==> src/rtl/vga_timing_if.sv <==
// Video timing bundle between the timing generator (master) and a pixel consumer (slave).
// The consumer drives the pixel-advance enable; the generator returns position, syncs and strobes.
interface vga_timing_if;
   logic        ce;
   logic [10:0] xpos;
   logic [10:0] ypos;
   logic        hsync;
   logic        vsync;
   logic        disp_active;
   logic        newline;
   logic        newframe;

   modport master (
      input  ce,
      output xpos, ypos, hsync, vsync, disp_active, newline, newframe
   );

   modport slave (
      output ce,
      input  xpos, ypos, hsync, vsync, disp_active, newline, newframe
   );
endinterface

==> src/rtl/vga_timing_gen.sv <==
// VGA raster timing generator: 11-bit pixel/line counters with registered, zero-skew decode
// of syncs, visible area and end-of-line/end-of-frame strobes.
module vga_timing_gen #(
   parameter int H_ACTIVE = 800,
   parameter int H_FP     = 56,
   parameter int H_SYNC   = 120,
   parameter int H_BP     = 64,
   parameter int V_ACTIVE = 600,
   parameter int V_FP     = 37,
   parameter int V_SYNC   = 6,
   parameter int V_BP     = 23,
   parameter bit HS_POL   = 1'b1,
   parameter bit VS_POL   = 1'b1
) (
   input  logic         clk,
   input  logic         rst_n,
   vga_timing_if.master vif
);

   localparam int H_TOTAL = H_ACTIVE + H_FP + H_SYNC + H_BP;
   localparam int V_TOTAL = V_ACTIVE + V_FP + V_SYNC + V_BP;

   if (H_ACTIVE < 1 || H_FP < 1 || H_SYNC < 1 || H_BP < 1 ||
       V_ACTIVE < 1 || V_FP < 1 || V_SYNC < 1 || V_BP < 1 ||
       H_TOTAL > 2048 || V_TOTAL > 2048) begin : g_param_err
      $error("vga_timing_gen: illegal timing parameters");
   end

   localparam logic [10:0] H_LAST   = 11'(H_TOTAL - 1);
   localparam logic [10:0] V_LAST   = 11'(V_TOTAL - 1);
   localparam logic [10:0] H_ACT    = 11'(H_ACTIVE);
   localparam logic [10:0] V_ACT    = 11'(V_ACTIVE);
   localparam logic [10:0] HS_START = 11'(H_ACTIVE + H_FP);
   localparam logic [10:0] HS_END   = 11'(H_ACTIVE + H_FP + H_SYNC);
   localparam logic [10:0] VS_START = 11'(V_ACTIVE + V_FP);
   localparam logic [10:0] VS_END   = 11'(V_ACTIVE + V_FP + V_SYNC);

   logic [10:0] x_q, x_d;
   logic [10:0] y_q, y_d;
   logic        hs_q, hs_d;
   logic        vs_q, vs_d;
   logic        de_q, de_d;
   logic        line_tc_q, line_tc_d;
   logic        frame_tc_q, frame_tc_d;

   // Decode is taken from the next position so every registered output lines up with x_q/y_q.
   always_comb begin
      x_d        = x_q;
      y_d        = y_q;
      hs_d       = hs_q;
      vs_d       = vs_q;
      de_d       = de_q;
      line_tc_d  = line_tc_q;
      frame_tc_d = frame_tc_q;
      if (vif.ce) begin
         if (x_q == H_LAST) begin
            x_d = 11'd0;
            y_d = (y_q == V_LAST) ? 11'd0 : y_q + 11'd1;
         end else begin
            x_d = x_q + 11'd1;
         end
         de_d       = (x_d < H_ACT) && (y_d < V_ACT);
         hs_d       = ((x_d >= HS_START) && (x_d < HS_END)) ? HS_POL : ~HS_POL;
         vs_d       = ((y_d >= VS_START) && (y_d < VS_END)) ? VS_POL : ~VS_POL;
         line_tc_d  = (x_d == H_LAST);
         frame_tc_d = (x_d == H_LAST) && (y_d == V_LAST);
      end
   end

   always_ff @(posedge clk or negedge rst_n) begin
      if (!rst_n) begin
         x_q        <= H_LAST;
         y_q        <= V_LAST;
         hs_q       <= ~HS_POL;
         vs_q       <= ~VS_POL;
         de_q       <= 1'b0;
         line_tc_q  <= 1'b1;
         frame_tc_q <= 1'b1;
      end else begin
         x_q        <= x_d;
         y_q        <= y_d;
         hs_q       <= hs_d;
         vs_q       <= vs_d;
         de_q       <= de_d;
         line_tc_q  <= line_tc_d;
         frame_tc_q <= frame_tc_d;
      end
   end

   assign vif.xpos        = x_q;
   assign vif.ypos        = y_q;
   assign vif.hsync       = hs_q;
   assign vif.vsync       = vs_q;
   assign vif.disp_active = de_q;
   // Strobes are qualified by ce and forced low while reset is held.
   assign vif.newline     = line_tc_q & vif.ce & rst_n;
   assign vif.newframe    = frame_tc_q & vif.ce & rst_n;

endmodule

==> src/flat_wrapper.sv <==
// flat-port wrapper written by rule: the top's interface ports become plain ports
module vga_timing_gen_flat 
#(
   parameter int H_ACTIVE = 800,
   parameter int H_FP     = 56,
   parameter int H_SYNC   = 120,
   parameter int H_BP     = 64,
   parameter int V_ACTIVE = 600,
   parameter int V_FP     = 37,
   parameter int V_SYNC   = 6,
   parameter int V_BP     = 23,
   parameter bit HS_POL   = 1'b1,
   parameter bit VS_POL   = 1'b1
)
  (clk, rst_n, vif_ce, vif_xpos, vif_ypos, vif_hsync, vif_vsync, vif_disp_active, vif_newline, vif_newframe);
  vga_timing_if vif_i ();
  input  logic clk;
  input  logic rst_n;
  input wire logic [$bits(vif_i.ce)-1:0] vif_ce;
  output wire logic [$bits(vif_i.xpos)-1:0] vif_xpos;
  output wire logic [$bits(vif_i.ypos)-1:0] vif_ypos;
  output wire logic [$bits(vif_i.hsync)-1:0] vif_hsync;
  output wire logic [$bits(vif_i.vsync)-1:0] vif_vsync;
  output wire logic [$bits(vif_i.disp_active)-1:0] vif_disp_active;
  output wire logic [$bits(vif_i.newline)-1:0] vif_newline;
  output wire logic [$bits(vif_i.newframe)-1:0] vif_newframe;
  assign vif_i.ce = vif_ce;
  assign vif_xpos = vif_i.xpos;
  assign vif_ypos = vif_i.ypos;
  assign vif_hsync = vif_i.hsync;
  assign vif_vsync = vif_i.vsync;
  assign vif_disp_active = vif_i.disp_active;
  assign vif_newline = vif_i.newline;
  assign vif_newframe = vif_i.newframe;
  vga_timing_gen #(.H_ACTIVE(H_ACTIVE), .H_FP(H_FP), .H_SYNC(H_SYNC), .H_BP(H_BP), .V_ACTIVE(V_ACTIVE), .V_FP(V_FP), .V_SYNC(V_SYNC), .V_BP(V_BP), .HS_POL(HS_POL), .VS_POL(VS_POL)) u_core (.clk(clk), .rst_n(rst_n), .vif(vif_i));
endmodule
==> config.mk <==
export PLATFORM = sky130hd
export DESIGN_NAME = vga_timing_gen_flat
export DESIGN_NICKNAME = d
export VERILOG_FILES = /design/src/rtl/vga_timing_if.sv /design/src/rtl/vga_timing_gen.sv /design/src/flat_wrapper.sv
export SDC_FILE = /design/constraint.sdc
export NUM_CORES = 1
export LEC_CHECK = 0
export ABC_AREA = 1
export CAP_MARGIN = 10
export CORE_AREA = 2 2 66 68
export CTS_CLUSTER_DIAMETER = 150
export DETAILED_ROUTE_END_ITERATION = 16
export DIE_AREA = 0 0 68 70
export GPL_TIMING_DRIVEN = 0
export MAX_ROUTING_LAYER = met4
export PLACE_DENSITY = 0.78
export REMOVE_ABC_BUFFERS = 1
export SYNTH_ARGS = -nofsm -noshare
export SYNTH_HDL_FRONTEND = slang
export SYNTH_SLANG_ARGS = --single-unit
==> constraint.sdc <==
create_clock -name clk -period 2.5 [get_ports clk]
set_input_delay 0.5 -clock clk [delete_from_list [all_inputs] [get_ports clk]]
set_output_delay 0.5 -clock clk [all_outputs]
set_load 0.02 [all_outputs]
==> flow_metrics.py, run 1 <==
metrics = {
    "timing": {
        "setup-violations-final": 0,
        "finalCritPeriodShare_pct": 92.99,
        "worst-slew-pin-transition_ns": 0.4180,
        "worst_slew_margin_rel_pct": 71.98,
        "worst_slack_ns": 0.1753,
        "grt_setup_unrepaired": "no",
        "slew_violations": 0,
        "timing_hold_violations_final": 0,
        "clock_skew_ns": 0.004774,
        "finalWorstPathRequiredPeriod_ns": 2.325,
        "setup_total_negative_slack_ns": 0,
        "highest_clock_rate_mhz": 430.2,
    },
    "outcome": {
        "run_status": "completed",
    },
    "critical_path": {
        "worstSetupEndpointType": "output port",
        "timing.critical_path.required_ns": 2.00,
        "cp.buffers_inverters": 3,
        "timing.setup.critical_path_class": "in2out",
        "path_max_fanout": 36,
        "setup.worst_path.start_class": "input port",
        "cp_top_family": "buffers and inverters",
        "crit_path_cell_trace": "clkbuf_4 > clkinv_8 > nor3_1 > clkdlybuf4s50_1",
        "critical-path-slowest-cell": "clkdlybuf4s50_1",
        "cpPeakStageDelay_ns": 0.64,
        "cp_data_arrival_time_ns": 1.82,
    },
    "clock_tree": {
        "cts_root_buf": "clkbuf_8",
        "cts_made_buffers": 3,
        "cts_htree_levels": 1,
        "clock_path_buffers": 2,
        "cts-resized-gates": 13,
        "hold_buffers": 0,
        "post_cts.repair.setup_buffers": 0,
        "clk_pin_slew_ns": 0.11,
        "cts_tree": "done",
        "clock_sink_count": 27,
        "clk_latency_ns": 0.29,
    },
    "placement": {
        "preCtsSetupSlack_ns": -1.320,
        "port-buffer-count": 29,
        "gpl.final_weighted_congestion": 0.9105,
        "placement_cell_area_sq_mm": 0.002501,
        "dpl.hpwl_um": 4152,
    },
    "die": {
        "core-area_sq_mm": 0.004144,
        "die_w_um": 68,
        "effective_utilization_at_floorplan_pct": 52.11,
        "chipHeight_um": 70,
        "ioPinCount": 30,
        "floorplan.die_area_sq_mm": 0.004760,
        "row_count": 24,
    },
    "layout": {
        "fillerInstances": 408,
        "antenna-diode-count": 0,
        "final_common_cell": "nand2_1",
        "seqCellArea_sq_um": 690.7,
        "multiInputGateArea_sq_mm": 0.001272,
        "number_of_nets_in_the_final_layout": 373,
        "drive_gt1_share_pct": 10.41,
        "postLayoutCellArea_sq_mm": 0.002560,
        "finalCoreUtilization_pct": 61.78,
        "areaGrowthSynthToFinish_pct": 18.54,
        "final_cell_mix": "120 x nand2_1, 41 x inv_1, 35 x nand3_1, 34 x nor2_1, 27 x clkdlybuf4s50_1",
    },
    "global_route": {
        "gr-total-overflow": 0,
        "via_count_of_the_first_global_routing_pass": 2024,
        "number_of_antenna_violations_at_the_first_check_in_global_routing": 0,
        "gr-usage-all-layers_pct": 25.93,
        "largest_net_degree_at_the_start_of_global_routing": 37,
        "first_pass_grt_wire_length_um": 9404,
    },
    "yosys": {
        "syn_inst": 340,
        "synth.distinct_cells": 30,
        "syn_area_per_cell_sq_um": 6.352,
        "yosysSeqAreaShare_pct": 31.98,
        "yosys_warnings": 0,
        "synth-seq-cells": 27,
        "synth.cell_area_sq_mm": 0.002160,
    },
    "pwr": {
        "peakVddDrop_uv": 370.1,
        "totalPowerFinal_mw": 1.808,
        "pwr_density_cell_mw_per_mm2": 706.4,
        "power.leakage_nw": 1.217,
    },
    "routing": {
        "wl_per_cell_um": 13.25,
        "routed_via_density": 5.374,
        "ant_nets": 0,
        "firstDrtPassIters": 5,
        "drt_iter0_drc": 140,
        "via_count": 2241,
        "drc": 0,
        "finalWirelength_um": 5525,
    },
    "min_path": {
        "timing.hold.worst.class": "in2async",
    },
    "run": {
        "max_cap_violations": 0,
    },
}
metal layers:
metal	global-route usage (%)	wire length, um
met1	37.95	2564
met2	37.86	2551
met3	2.415	332
met4	7.778	78
met5	-	0
final cells by class:
type                       instances  area share, %
clock buffer                       3          1.613
clock inverter                     1         0.2933
sequential                        27          26.98
multi-input combinational        262          49.71
inverter                          42          6.647
timing repair buffer              30          12.22
tap                               52          2.542
path summary, 6_finish.rpt:
kind / from / slack (ns) / end / cells past startpoint
max: vif_ce / 0.18 / vif_newline / 4
min: rst_n / 0.08 / u_core.vif.xpos[6] / 1
max reg2reg: u_core.vif.xpos[1] / 0.24 / u_core.frame_tc_q / 11
min reg2reg: u_core.frame_tc_q / 0.48 / u_core.frame_tc_q / 2
max in group asynchronous: rst_n / 1.98 / u_core.frame_tc_q / 2
min in group clk: u_core.frame_tc_q / 0.48 / u_core.frame_tc_q / 2
power breakdown:
group / switching [mW] / internal (mW) / leakage (nW)
logic: 0.497 / 0.315 / 0.877
registers: 0.166 / 0.555 / 0.319
clock network: 0.161 / 0.114 / 0.0217
total: 0.824 / 0.984 / 1.22
cells by family after synthesis:
family / count (synthesis) / synth area share (%)
xor+xnor: 2 / 0.8113
fa+ha+maj: 4 / 2.318
flops: 27 / 31.98
buf+inv: 51 / 9.212
compound gates: 31 / 7.648
simple gates: 225 / 48.03
worst reg2reg max path, delay by kind of cell, from the launching register on:
kind                     cells  cell delay, ns
AND/OR/NAND/NOR             10            1.36
flip-flops                   1            0.59
adder cells (fa/ha/maj)      1            0.25
flip-flops by register name, indices dropped and copies added, names as in the netlist:
register and count:
u_core.vif.hsync 1, u_core.vif.vsync 1, u_core.vif.xpos 11, u_core.vif.ypos 11, u_core.line_tc_q 1, u_core.vif.disp_active 1, u_core.frame_tc_q 1
cells in the mapped netlist, drive strengths merged:
master,count,area [sq um]
xor2,1,8.760
nor2,42,210.2
clkinv,1,3.750
buf,4,22.52
xnor2,1,8.760
o21a,1,7.510
o22ai,1,6.260
o21ai,20,103.9
a21oi,8,40.04
ha,4,50.05
dfrtp,15,375.4
inv,41,153.9
nand4,14,93.84
o21bai,1,7.510
nand3,38,212.7
clkbuf,5,18.77
nand2,122,462.9
nand3b,1,7.510
nor3,8,50.05
dfstp,12,315.3
stage by stage:
| step | hold WS [ns] | std cells |
|---|---|---|
| floorplan | 0.2044 | 331 |
| global placement | 0.4587 | 412 |
| detailed placement | 0.4674 | 413 |
| CTS | 0.1244 | 417 |
| global route | 0.08986 | 417 |
| finish | 0.08395 | 417 |
(Power assumes the default switching activity.)
==> run 2, diff against run 1 <==
CORE_AREA = 2 2 69 71   (was 2 2 66 68)
DIE_AREA = 0 0 71 73   (was 0 0 68 70)
PLACE_DENSITY = 0.71   (was 0.78)
clock period = 2.1 ns   (was 2.5 ns; I/O delays follow)
==> run 2 against run 1 <==
  * Routed wire length grew 6.0%
  * Combinational power grew 35%
  * Cell count grew 4.3%
  * Register-to-register slack lost 0.17 ns
  * Largest cell class unchanged
==> flow_metrics.py, run 2 (synthesized netlist as in run 1, its figures left out) <==
metrics = {
    "outcome": {
        "run_status": "completed",
    },
    "clock_tree": {
        "clock_sink_count": 27,
        "clock_path_buffers": 2,
        "clk_pin_slew_ns": 0.10,
        "cts_tree": "done",
        "cts_made_buffers": 3,
        "clk_latency_ns": 0.28,
        "cts_root_buf": "clkbuf_8",
        "cts_htree_levels": 1,
    },
    "critical_path": {
        "reg2regPathDepth": 12,
        "timing.critical_path.required_ns": 2.34,
        "setup.worst_path.start_class": "flop",
        "worstSetupEndpointType": "flop",
        "worstSetupStartpoint": "u_core.vif.xpos[1]",
        "timing.setup.critical_path_class": "reg2reg",
        "rr_startpoint": "u_core.vif.xpos[1]",
        "cp_data_arrival_time_ns": 2.27,
        "terminus_of_the_critical_flop_to_flop_path": "u_core.frame_tc_q",
        "path_max_fanout": 5,
        "timing.reg2reg.setup_slack_ns": 0.07,
    },
    "placement": {
        "dpl.hpwl_um": 4037,
        "gpl.final_weighted_congestion": 0.8949,
        "port-buffer-count": 29,
    },
    "pwr": {
        "power.leakage_nw": 1.312,
        "pwr_density_cell_mw_per_mm2": 818.0,
        "peakVddDrop_uv": 530.4,
    },
    "timing": {
        "worst_slew_margin_rel_pct": 75.29,
        "finalCritPeriodShare_pct": 96.65,
        "finalWorstPathRequiredPeriod_ns": 2.030,
        "setup_total_negative_slack_ns": 0,
        "timing_hold_violations_final": 0,
        "setup-violations-final": 0,
        "grt_setup_unrepaired": "yes",
        "slew_violations": 0,
        "highest_clock_rate_mhz": 492.7,
        "worst-slew-pin-transition_ns": 0.3686,
        "clock_skew_ns": 0.005704,
    },
    "global_route": {
        "use_met1_pct": 31.35,
        "use_met2_pct": 35.62,
        "busiest_layer": "met2",
        "grt_util_met3_pct": 2.486,
        "gr-total-overflow": 0,
        "first_pass_grt_wire_length_um": 9018,
        "largest_net_degree_at_the_start_of_global_routing": 37,
        "gr-usage-all-layers_pct": 22.62,
        "number_of_antenna_violations_at_the_first_check_in_global_routing": 0,
        "via_count_of_the_first_global_routing_pass": 1880,
    },
    "die": {
        "ioPinCount": 30,
        "die_w_um": 71,
        "effective_utilization_at_floorplan_pct": 47.61,
        "core-area_sq_mm": 0.004536,
        "floorplan.die_area_sq_mm": 0.005183,
        "chipHeight_um": 73,
        "row_count": 25,
    },
    "layout": {
        "areaGrowthSynthToFinish_pct": 29.49,
        "multiInputGateArea_sq_mm": 0.001395,
        "drive_gt1_share_pct": 18.64,
        "seqCellArea_sq_um": 691.9,
        "final_cell_mix": "114 x nand2_1, 41 x inv_1, 31 x nand3_1, 28 x nor2_1, 26 x clkdlybuf4s50_1",
        "final_common_cell": "nand2_1",
        "antenna-diode-count": 0,
        "finalCoreUtilization_pct": 61.66,
        "fillerInstances": 422,
        "number_of_nets_in_the_final_layout": 389,
    },
    "routing": {
        "firstDrtPassIters": 4,
        "finalWirelength_um": 5859,
        "wl_per_cell_um": 13.47,
        "routed_via_density": 5.237,
        "drt_iter0_drc": 151,
        "via_count": 2278,
        "ant_nets": 0,
        "drc": 0,
    },
    "min_path": {
        "timing.hold.worst.class": "in2async",
    },
    "run": {
        "max_cap_violations": 0,
    },
}
run 2: worst max-delay path by stage:
stage	end	depth (start not counted)
2_1_floorplan	u_core.vif.disp_active	12
3_3_place_gp	vif_newline	4
3_5_place_dp	vif_newline	4
4_1_cts	u_core.frame_tc_q	11
5_1_grt	u_core.frame_tc_q	12
6_report	u_core.frame_tc_q	12
run 2: power breakdown:
group / switching, mW / total (mW) / internal, mW / leakage, nW
Combinational: 0.655 / 1.10 / 0.447 / 0.972
Sequential: 0.206 / 0.869 / 0.663 / 0.317
Clock: 0.181 / 0.318 / 0.137 / 0.0228
run 2: final cells by class:
cell class              instances  area share, %
repair buffers                 45          15.26
flip-flops and latches         27          24.74
clock buffers                   4          1.611
inverters                      42          6.085
well taps                      54          2.416
multi-input cells             263          49.89
run 2: critical path, cell delays in order (launching register included):
cell and delay [ns]:
dfstp_2 0.58, ha_4 0.18, nand2_2 0.09, nor2_8 0.17, buf_4 0.15, nand4_1 0.11
nand2_1 0.12, inv_1 0.07, nor2_2 0.11, nand3_2 0.11, nor2_2 0.13, nand3_1 0.08
nand2_1 0.06
run 2: stage by stage:
stage                     power (mW)  setup WS (ns)  instance area, sq um  hold WS (ns)  instances
after floorplan                1.448         0.1037                  2118        0.1244        331
after global placement         1.799         -1.553                  2476        0.4588        414
after detailed placement       1.821         -1.518                  2504        0.4624        415
after CTS                      2.193        0.01121                  2629        0.1448        425
after global routing           2.447        -0.1169                  2796        0.1379        435
final                          2.287        0.07030                  2796        0.1351        435
run 2: what timing repair did:
action,4_1_cts,5_1_grt
endpoints found under the hold margin,6,0
pin swaps,2,13
cloned,1,0
hold buffers,1,0
setup endpoints to repair,22,4
resized for setup,20,25
buffers inserted,4,10
run 2: metal layers:
layer | routed length (um) | vias to the layer above
met4 | 129 | 0
met5 | 0 | -
met1 | 2742 | 1032
met3 | 270 | 11
met2 | 2717 | 59
li1 | - | 1176
